<file path="config.mk">
export PLATFORM = sky130hd
export DESIGN_NAME = i2c_port_arb
export DESIGN_NICKNAME = d
export VERILOG_FILES = /design/src/rtl/i2c_port_arb.sv
export SDC_FILE = /design/constraint.sdc
export NUM_CORES = 1
export LEC_CHECK = 0
export BUFFER_PORTS_ARGS = -buffer_cell sky130_fd_sc_hd__buf_2
export CAP_MARGIN = 20
export CORE_ASPECT_RATIO = 1.1
export CORE_UTILIZATION = 45
export CTS_BUF_LIST = sky130_fd_sc_hd__clkbuf_16
export CTS_CLUSTER_DIAMETER = 100
export DETAILED_ROUTE_END_ITERATION = 16
export PLACE_DENSITY = 0.66
export SETUP_SLACK_MARGIN = 0.02
export SLEW_MARGIN = 20
export SYNTH_ARGS = -nofsm -noshare
export SYNTH_HDL_FRONTEND = slang
export SYNTH_SLANG_ARGS = --single-unit
</file>
<file path="constraint.sdc">
create_clock -name clk -period 2.01 [get_ports clk]
set_input_delay 0.201 -clock clk [delete_from_list [all_inputs] [get_ports clk]]
set_output_delay 0.201 -clock clk [all_outputs]
set_load 0.02 [all_outputs]
</file>
<file path="src/rtl/i2c_port_arb.sv">
// i2c_port_arb: locks the I2C slave onto the first enabled pin pair that shows a START
module i2c_port_arb #(
  parameter int NPORT = 5,
  parameter int TOUT_W = 16,
  parameter int TOUT = 48000
) (
  input  logic             clk,
  input  logic             rstz,
  input  logic [NPORT-1:0] i_scl,
  input  logic [NPORT-1:0] i_sda,
  input  logic [NPORT-1:0] r_en,
  input  logic             i_sda_oe,
  output logic             o_scl,
  output logic             o_sda,
  output logic [NPORT-1:0] o_sda_oe,
  output logic [2:0]       o_sel,
  output logic             o_busy,
  output logic             o_tout
);
  localparam logic [1:0] IDLE = 2'd0, ACTIVE = 2'd1, RELEASE = 2'd2;
  logic [NPORT-1:0] scl_m, scl_s, scl_d, sda_m, sda_s, sda_d, start, stop;
  logic [1:0] st, st_n;
  logic [2:0] sel_n;
  logic rc, rc_n, abt, abt_n, tout_n, fol;
  logic [TOUT_W-1:0] cnt, cnt_n;
  assign start = scl_s & scl_d & sda_d & ~sda_s;
  assign stop = scl_s & scl_d & ~sda_d & sda_s;
  assign fol = (st_n == ACTIVE) | ((st_n == RELEASE) & ~abt_n);
  // two-flop synchronizer plus one delay stage per pair; the output flops form the second delay
  always_ff @(posedge clk or negedge rstz)
    if (!rstz) begin
      scl_m <= '1;
      scl_s <= '1;
      scl_d <= '1;
      sda_m <= '1;
      sda_s <= '1;
      sda_d <= '1;
    end else begin
      scl_m <= i_scl;
      scl_s <= scl_m;
      scl_d <= scl_s;
      sda_m <= i_sda;
      sda_s <= sda_m;
      sda_d <= sda_s;
    end
  // next-state: lowest-index START wins; disable beats timeout beats STOP
  always_comb begin
    st_n = st;
    sel_n = o_sel;
    rc_n = 1'b0;
    abt_n = abt;
    tout_n = 1'b0;
    if (st == IDLE) begin
      for (int k = NPORT - 1; k >= 0; k--)
        if (start[k] & r_en[k]) begin
          st_n = ACTIVE;
          sel_n = 3'(k);
        end
    end else if (st == ACTIVE) begin
      if (!r_en[o_sel]) begin
        st_n = RELEASE;
        abt_n = 1'b1;
      end else if (cnt == TOUT_W'(TOUT)) begin
        st_n = RELEASE;
        abt_n = 1'b1;
        tout_n = 1'b1;
      end else if (stop[o_sel]) begin
        st_n = RELEASE;
        abt_n = 1'b0;
      end
    end else begin
      rc_n = 1'b1;
      st_n = rc ? IDLE : RELEASE;
    end
    cnt_n = (st != ACTIVE || st_n != ACTIVE || scl_s[o_sel] != scl_d[o_sel]) ? '0 :
            (cnt == TOUT_W'(TOUT)) ? cnt : cnt + 1'b1;
  end
  // state and registered outputs; an aborted release drives a synthetic STOP (sda 0 then 1)
  always_ff @(posedge clk or negedge rstz)
    if (!rstz) begin
      st <= IDLE;
      rc <= 1'b0;
      abt <= 1'b0;
      cnt <= '0;
      o_scl <= 1'b1;
      o_sda <= 1'b1;
      o_sda_oe <= '0;
      o_sel <= '0;
      o_busy <= 1'b0;
      o_tout <= 1'b0;
    end else begin
      st <= st_n;
      rc <= rc_n;
      abt <= abt_n;
      cnt <= cnt_n;
      o_scl <= fol ? scl_d[sel_n] : 1'b1;
      o_sda <= fol ? sda_d[sel_n] : ~((st_n == RELEASE) & ~rc_n);
      o_sda_oe <= (st_n == ACTIVE && i_sda_oe) ? NPORT'(1) << sel_n : '0;
      o_sel <= sel_n;
      o_busy <= st_n != IDLE;
      o_tout <= tout_n;
    end
endmodule

</file>
# Word level (Yosys, flattened, before mapping)
# Cells that the tools add are included.
[totals]
reg_bits = 62
input_bits = 18
word_cells = 96
[classes]
add_sub_neg = 1
magnitude_cmp = 2
n_eq_ne = 8
n_shift = 1
n_mux = 45
n_bitwise = 18
n_reduce_logical = 5
[op_table]
columns = ["cell", "n"]
rows = [
  ["$mux 16", 2],
  ["$and 5x5->5", 5],
  ["$mux 2", 11],
  ["$mux 1", 19],
  ["$bmux 1 s3", 6],
  ["$mux 3", 6],
  ["$add 16x1->16 const B", 1],
  ["$eq 16x16->1 const B", 1],
  ["$not 5->5", 2],
  ["$lt 3x4->1 const B", 2],
  ["$and 1x1->1", 7],
  ["$ne 2x1->1 const B", 3],
  ["$mux 5", 1],
  ["$shl 1x3->5 const A", 1],
  ["$eq 2x1->1 const B", 2],
  ["$not 1->1", 3],
  ["$eq 2x2->1 const B", 1],
  ["$logic_not 2->1", 1],
  ["$logic_or 1x1->1", 2],
  ["$reduce_bool 2->1", 1],
  ["$logic_and 1x1->1", 1],
  ["$ne 1x1->1", 1],
  ["$or 1x1->1", 1],
]

# Depth between registers and ports, before layout
[depth]
word_depth = 14
depth_mapped = 9
ltp_nobuf = 8

# Least setup slack after synthesis
# No wires, ideal clock.
[synth_timing]
kind = "reg-to-reg"
from = "register o_sel[0]"
to = "register cnt[6]"
setup_time_ns = 0.119
arrival_ns = 2.170
required_time_ns = 1.891
setup_slack_ns = -0.279
path_stages_with_launch = 9
path_buffers = 2
cell_sequence = "dfrtp_1 -> buf_6 -> mux4_2 -> a22o_1 -> and3_4 -> a211o_2 -> o211ai_4 -> buf_8 -> nor2_1"
[synth_via]
elab_chain_len = 11
word_cells_on_any_way = 19
classes_between = "eq/ne (3); mux (14); reduce/logical (2)"
[synth_rtl]
columns = ["item", "line", "rtl"]
rows = [
  ["start, declared", "16", "output logic [2:0] o_sel,"],
  ["start signal, assigned", "99", "o_sel <= sel_n;"],
  ["$bmux 1 s3", "67", "end else if (stop[o_sel]) begin"],
  ["$mux 1 (implied by the code)", "67", ""],
  ["$mux 2", "67", ""],
  ["$mux 2", "63", "end else if (cnt == TOUT_W'(TOUT)) begin"],
  ["$mux 2 (*)", "60", "if (!r_en[o_sel]) begin"],
  ["$mux 2 (*)", "59", "end else if (st == ACTIVE) begin"],
  ["$mux 2 (*)", "53", "if (st == IDLE) begin"],
  ["net st_n[0]", "22", "logic [1:0] st, st_n;"],
  ["$ne 2x1->1 (*)", "75", "cnt_n = (st != ACTIVE || st_n != ACTIVE || scl_s[o_sel] != scl_d[o_sel]) ? '0 :"],
  ["$logic_or 1x1->1 (*) (2 in a row)", "75", ""],
  ["$ne 2x1->1 (no source line) / $mux 16 (equally long branches)", "--", ""],
  ["end signal, assigned", "95", "cnt <= cnt_n;"],
  ["end, declared", "25", "logic [TOUT_W-1:0] cnt, cnt_n;"],
]
# The timed path passes the listed nets; every way through them passes the cells marked *. The select of a mux whose other input is x is not followed.
# A chain may end at the register's enable or synchronous reset.

# Worst setup path after layout
[layout_timing]
from = "register o_sel[0]"
to = "register o_sda_oe[2]"
[layout_via]
elab_chain_len = 10
word_cells_on_any_way = 19
classes_between = "eq/ne (1); shift (1); mux (16); reduce/logical (1)"
[layout_rtl]
columns = ["item", "line", "rtl"]
rows = [
  ["$bmux 1 s3", "67", ""],
  ["$mux 1 (implied by the code)", "67", ""],
  ["$mux 2", "67", ""],
  ["$mux 2", "63", ""],
  ["$mux 2 (*)", "60", ""],
  ["$mux 2 (*)", "59", ""],
  ["$mux 2 (*)", "53", ""],
  ["net st_n[0]", "22", ""],
  ["$eq 2x1->1 (*)", "98", "o_sda_oe <= (st_n == ACTIVE && i_sda_oe) ? NPORT'(1) << sel_n : '0;"],
  ["$logic_and 1x1->1 (*)", "98", ""],
  ["$mux 5 (*)", "98", ""],
  ["end signal, assigned", "98", ""],
  ["end, declared", "15", "output logic [NPORT-1:0] o_sda_oe,"],
]
# Marked as above.

==> Implementation_results.wiki <==
{| class="wikitable"
! Metric !! Value
|-
| Worst flop-to-flop path endpoint || o_sda_oe[2]
|-
| Pwr Total || around 0.0043 W
|-
| Number of violations of the max-capacitance limit || 0
|-
| Mean post-synth cell area || about 12 µm²
|-
| Power per cell area || around 1100 mW/mm²
|-
| Residual DRC || 0
|-
| Arrival time of data at the critical path endpoint || 2.31 ns
|-
| Largest driver fanout on the critical path || 6
|-
| Half-perimeter wire length after placement || roughly 4.3 mm
|-
| Worst hold-check path type || primary input to flip-flop
|-
| Post-route minimum period || ~2.1 ns
|-
| Fmax || around 480 MHz
|-
| Run status || finished, violations left
|-
| Root buffer selected by CTS || sky130_fd_sc_hd__clkbuf_16
|-
| Synthesis-to-finish area growth || 44.19%
|-
| Synth Area in XOR/XNOR || 6.206%
|-
| Multiplexer fraction of the synthesized cell area || 1.680%
|-
| Wirelength, routed || approximately 6.3 mm
|-
| Aggregate global-route resource usage || between 20 and 25%
|-
| Count of different cell masters after synthesis || just over 50
|-
| Number of buffers inserted by port buffering || 29
|-
| Residual antenna-violating net count after detailed routing || 0
|-
| Critical Path Sink || o_sda_oe[2]
|-
| Setup violation total in the final timing report || 24
|-
| Global route total overflow || 0
|-
| I/O pins || 30
|-
| Worst flop-to-flop path startpoint || o_sel[0]
|-
| Critical path start-end classification || flip-flop to flip-flop
|-
| Max transition margin || 57.74%
|-
| Starting density of the core || 46.48%
|-
| Maximum number of pins on one net before global-route repair || 29
|-
| H-tree level count || 3
|-
| Die span in y || 82.96 µm
|-
| Drt initial violations || roughly 180
|-
| Average wire per standard cell || 15.34 µm
|-
| GPL Wtd Cong || between 0.8 and 0.9
|-
| Fraction of registers with async set or reset after synthesis || 100.0%
|-
| Fraction of final layout cells with drive strength greater than 1 || approximately half
|-
| Later-pin clock latency in the skew report || roughly 0.33 ns
|-
| Antenna violations before repair || 0
|-
| Number of clock sinks || 62
|-
| Mapped cell area || between 0.002 and 0.003 mm²
|-
| Number of warnings issued by yosys || 0
|-
| Die width || approximately 76 µm
|-
| Maximum ir drop on the vdd rail || 0.0006626 V
|-
| Final Max Tran Viols || 0
|-
| Total nets after synthesis || between 200 and 250
|-
| Number of filler instances in the final layout || 427
|-
| Violated checks || setup timing
|-
| Most used cells in the layout excluding fill and tap cells || sky130_fd_sc_hd__buf_4 (53), sky130_fd_sc_hd__dfstp_2 (32), sky130_fd_sc_hd__dfrtp_1 (29), sky130_fd_sc_hd__buf_2 (29), sky130_fd_sc_hd__nor2_1 (24)
|-
| Number of enable-type register cells in the synthesized netlist || 0
|-
| Sequential-to-total area share from yosys stat || between 50% and 60%
|-
| Kind of launch point of the worst setup path || flip-flop
|-
| Die Area || around 0.0063 mm²
|-
| Via count of the first global-routing pass || 2,130
|-
| Total number of vias || between 2,000 and 2,500
|-
| Hold violation total from the final report || 0
|-
| Row count || 29
|-
| Ant diodes || 0
|-
| First-pass GRT wire length || about 10 mm
|-
| Dominant register cell in the synthesized netlist || sky130_fd_sc_hd__dfstp_2
|-
| Number of synthesized register bits || a little over 60
|-
| Path depth of the worst reg2reg path || 6
|-
| Clock Tree Buf Depth || 2
|-
| Pleak || between 1.5 and 2 nW
|-
| Length of the first detailed-routing pass in iterations || 5
|-
| Number of CTS-inserted buffers || 9
|-
| Clock Pin Slew Worst Setup and Hold Paths || 0.05 ns
|-
| CP startpoint || o_sel[0]
|-
| Dominant combinational cell family by area after synthesis || simple AND/OR/NAND/NOR gates
|-
| Reg2reg setup slack || -0.09 ns
|-
| Least-Margin Pin Slew || roughly 0.63 ns
|-
| Simple-gate share of the synthesized area || around a fifth
|-
| Area fraction in compound gates after synthesis || about a tenth
|-
| Synth Area in Adders || less than 1%
|-
| Setup repair after global routing missed its margin || true
|-
| Final worst-path setup slack || -0.08820 ns
|-
| Portion of the clock cycle consumed by the worst path in the final layout || 104.4%
|-
| Element type at the critical path end || flip-flop
|-
| CP required || between 2 and 2.5 ns
|-
| Placeable core region || 0.005769 mm²
|-
| Number of nets in the layout || 350
|-
| Clock tree from TritonCTS || done
|-
| Most common cell after layout, fill and taps aside || sky130_fd_sc_hd__buf_4
|-
| Post-route clock skew || ~0.0057 ns
|-
| Vias per std cell || 5.214
|-
| Placement-stage worst setup slack || -0.2088 ns
|-
| Gate Count Post-Synth || 228
|}
[registers in the layout, indices dropped and copies added, names as in the netlist, 5 cells and up]
name and count:
sda_s 5, scl_m 5, sda_m 5, o_sda_oe 5, scl_d 5, cnt 16
scl_s 5, sda_d 5
[per-stage QoR]
stage | util, % | cells | area (µm²) | TNS, ns | hold slack [ns]
6_report | 67.01 | 412 | 3866 | -1.558 | 0.1309
5_1_grt | 67.01 | 412 | 3866 | -3.326 | 0.1284
3_5_place_dp | 57.34 | 381 | 3308 | -4.145 | 0.2617
3_3_place_gp | 57.34 | 381 | 3308 | -3.373 | 0.2427
4_1_cts | 66.19 | 411 | 3819 | -1.325 | 0.1451
2_1_floorplan | - | 228 | 2709 | -3.165 | -0.09459
[per-layer routing]
layer | up-vias | global-route usage [%] | wire, µm
met1 | 1041 | 31.66 | 2779
met2 | 74 | 32.63 | 3087
met5 | - | 0 | 0
met3 | 13 | 5.461 | 307
li1 | 1020 | - | -
met4 | 0 | 12.63 | 147
[final cells by class]
cell class,count,area [µm²],share of cell area (%)
Sequential cell,62,1593,41.20
Multi-Input combinational cell,154,1159,29.97
Timing Repair Buffer,95,684.4,17.70
Clock buffer,11,275.3,7.120
Tap cell,77,96.34,2.492
Inverter,8,30.03,0.7767
Clock inverter,5,28.78,0.7443
[worst max-delay path, stage by stage, from the launching register on]
cell                       delay, ns
sky130_fd_sc_hd__dfrtp_2        0.40
sky130_fd_sc_hd__mux4_2         0.53
sky130_fd_sc_hd__a22o_1         0.24
sky130_fd_sc_hd__and3_4         0.18
sky130_fd_sc_hd__a211o_4        0.37
sky130_fd_sc_hd__nand3b_1       0.19
sky130_fd_sc_hd__nor3_1         0.08
[cells by family after synthesis]
family / Yosys count
AOI/OAI and AO/OA: 31
DFF: 62
xor gates and xnor gates: 19
adders and majority gates: 2
and+or+nand+nor: 99
buffers and inverters: 13
muxes: 2
[synth_stat cells (3+ instances only)]
master,count,area (µm²)
sky130_fd_sc_hd__o21ai_0,6,30.03
sky130_fd_sc_hd__inv_1,7,26.28
sky130_fd_sc_hd__nor2_1,25,93.84
sky130_fd_sc_hd__nand3b_1,4,30.03
sky130_fd_sc_hd__nand2_1,17,63.81
sky130_fd_sc_hd__nor3_1,8,40.04
sky130_fd_sc_hd__xor2_1,9,78.83
sky130_fd_sc_hd__xnor2_1,10,87.58
sky130_fd_sc_hd__nand3_1,13,65.06
sky130_fd_sc_hd__nand4_1,4,25.02
sky130_fd_sc_hd__or2_2,3,18.77
sky130_fd_sc_hd__and3_1,6,37.54
sky130_fd_sc_hd__a21oi_1,7,35.03
sky130_fd_sc_hd__dfrtp_1,30,750.7
sky130_fd_sc_hd__dfstp_2,32,840.8
[power breakdown]
group | total (W) | switching [W] | internal [W] | leakage [nW]
clock network | 0.00152 | 0.000551 | 0.000974 | 0.147
registers | 0.00150 | 0.0000926 | 0.00141 | 0.739
logic | 0.00129 | 0.000676 | 0.000619 | 0.798
[worst min-delay path by stage]
stage,startpoint,depth (start not counted),end
after floorplan,rstz,0,abt
after global placement,rstz,1,cnt[4]
after detailed placement,rstz,1,cnt[4]
after CTS,i_sda_oe,3,o_sda_oe[4]
after global routing,i_sda_oe,3,o_sda_oe[4]
final,i_sda_oe,3,o_sda_oe[4]
[what timing repair did]
item | CTS | global route
resized for setup | 13 | 11
hold buffers | 11 | 0
setup endpoints to repair | 24 | 25
pin swaps | 20 | 3
gates cloned | 1 | 0
endpoints found under the hold margin | 32 | 0
buffers inserted | 2 | 1
Note: power is estimated with default switching activity, not from simulation.
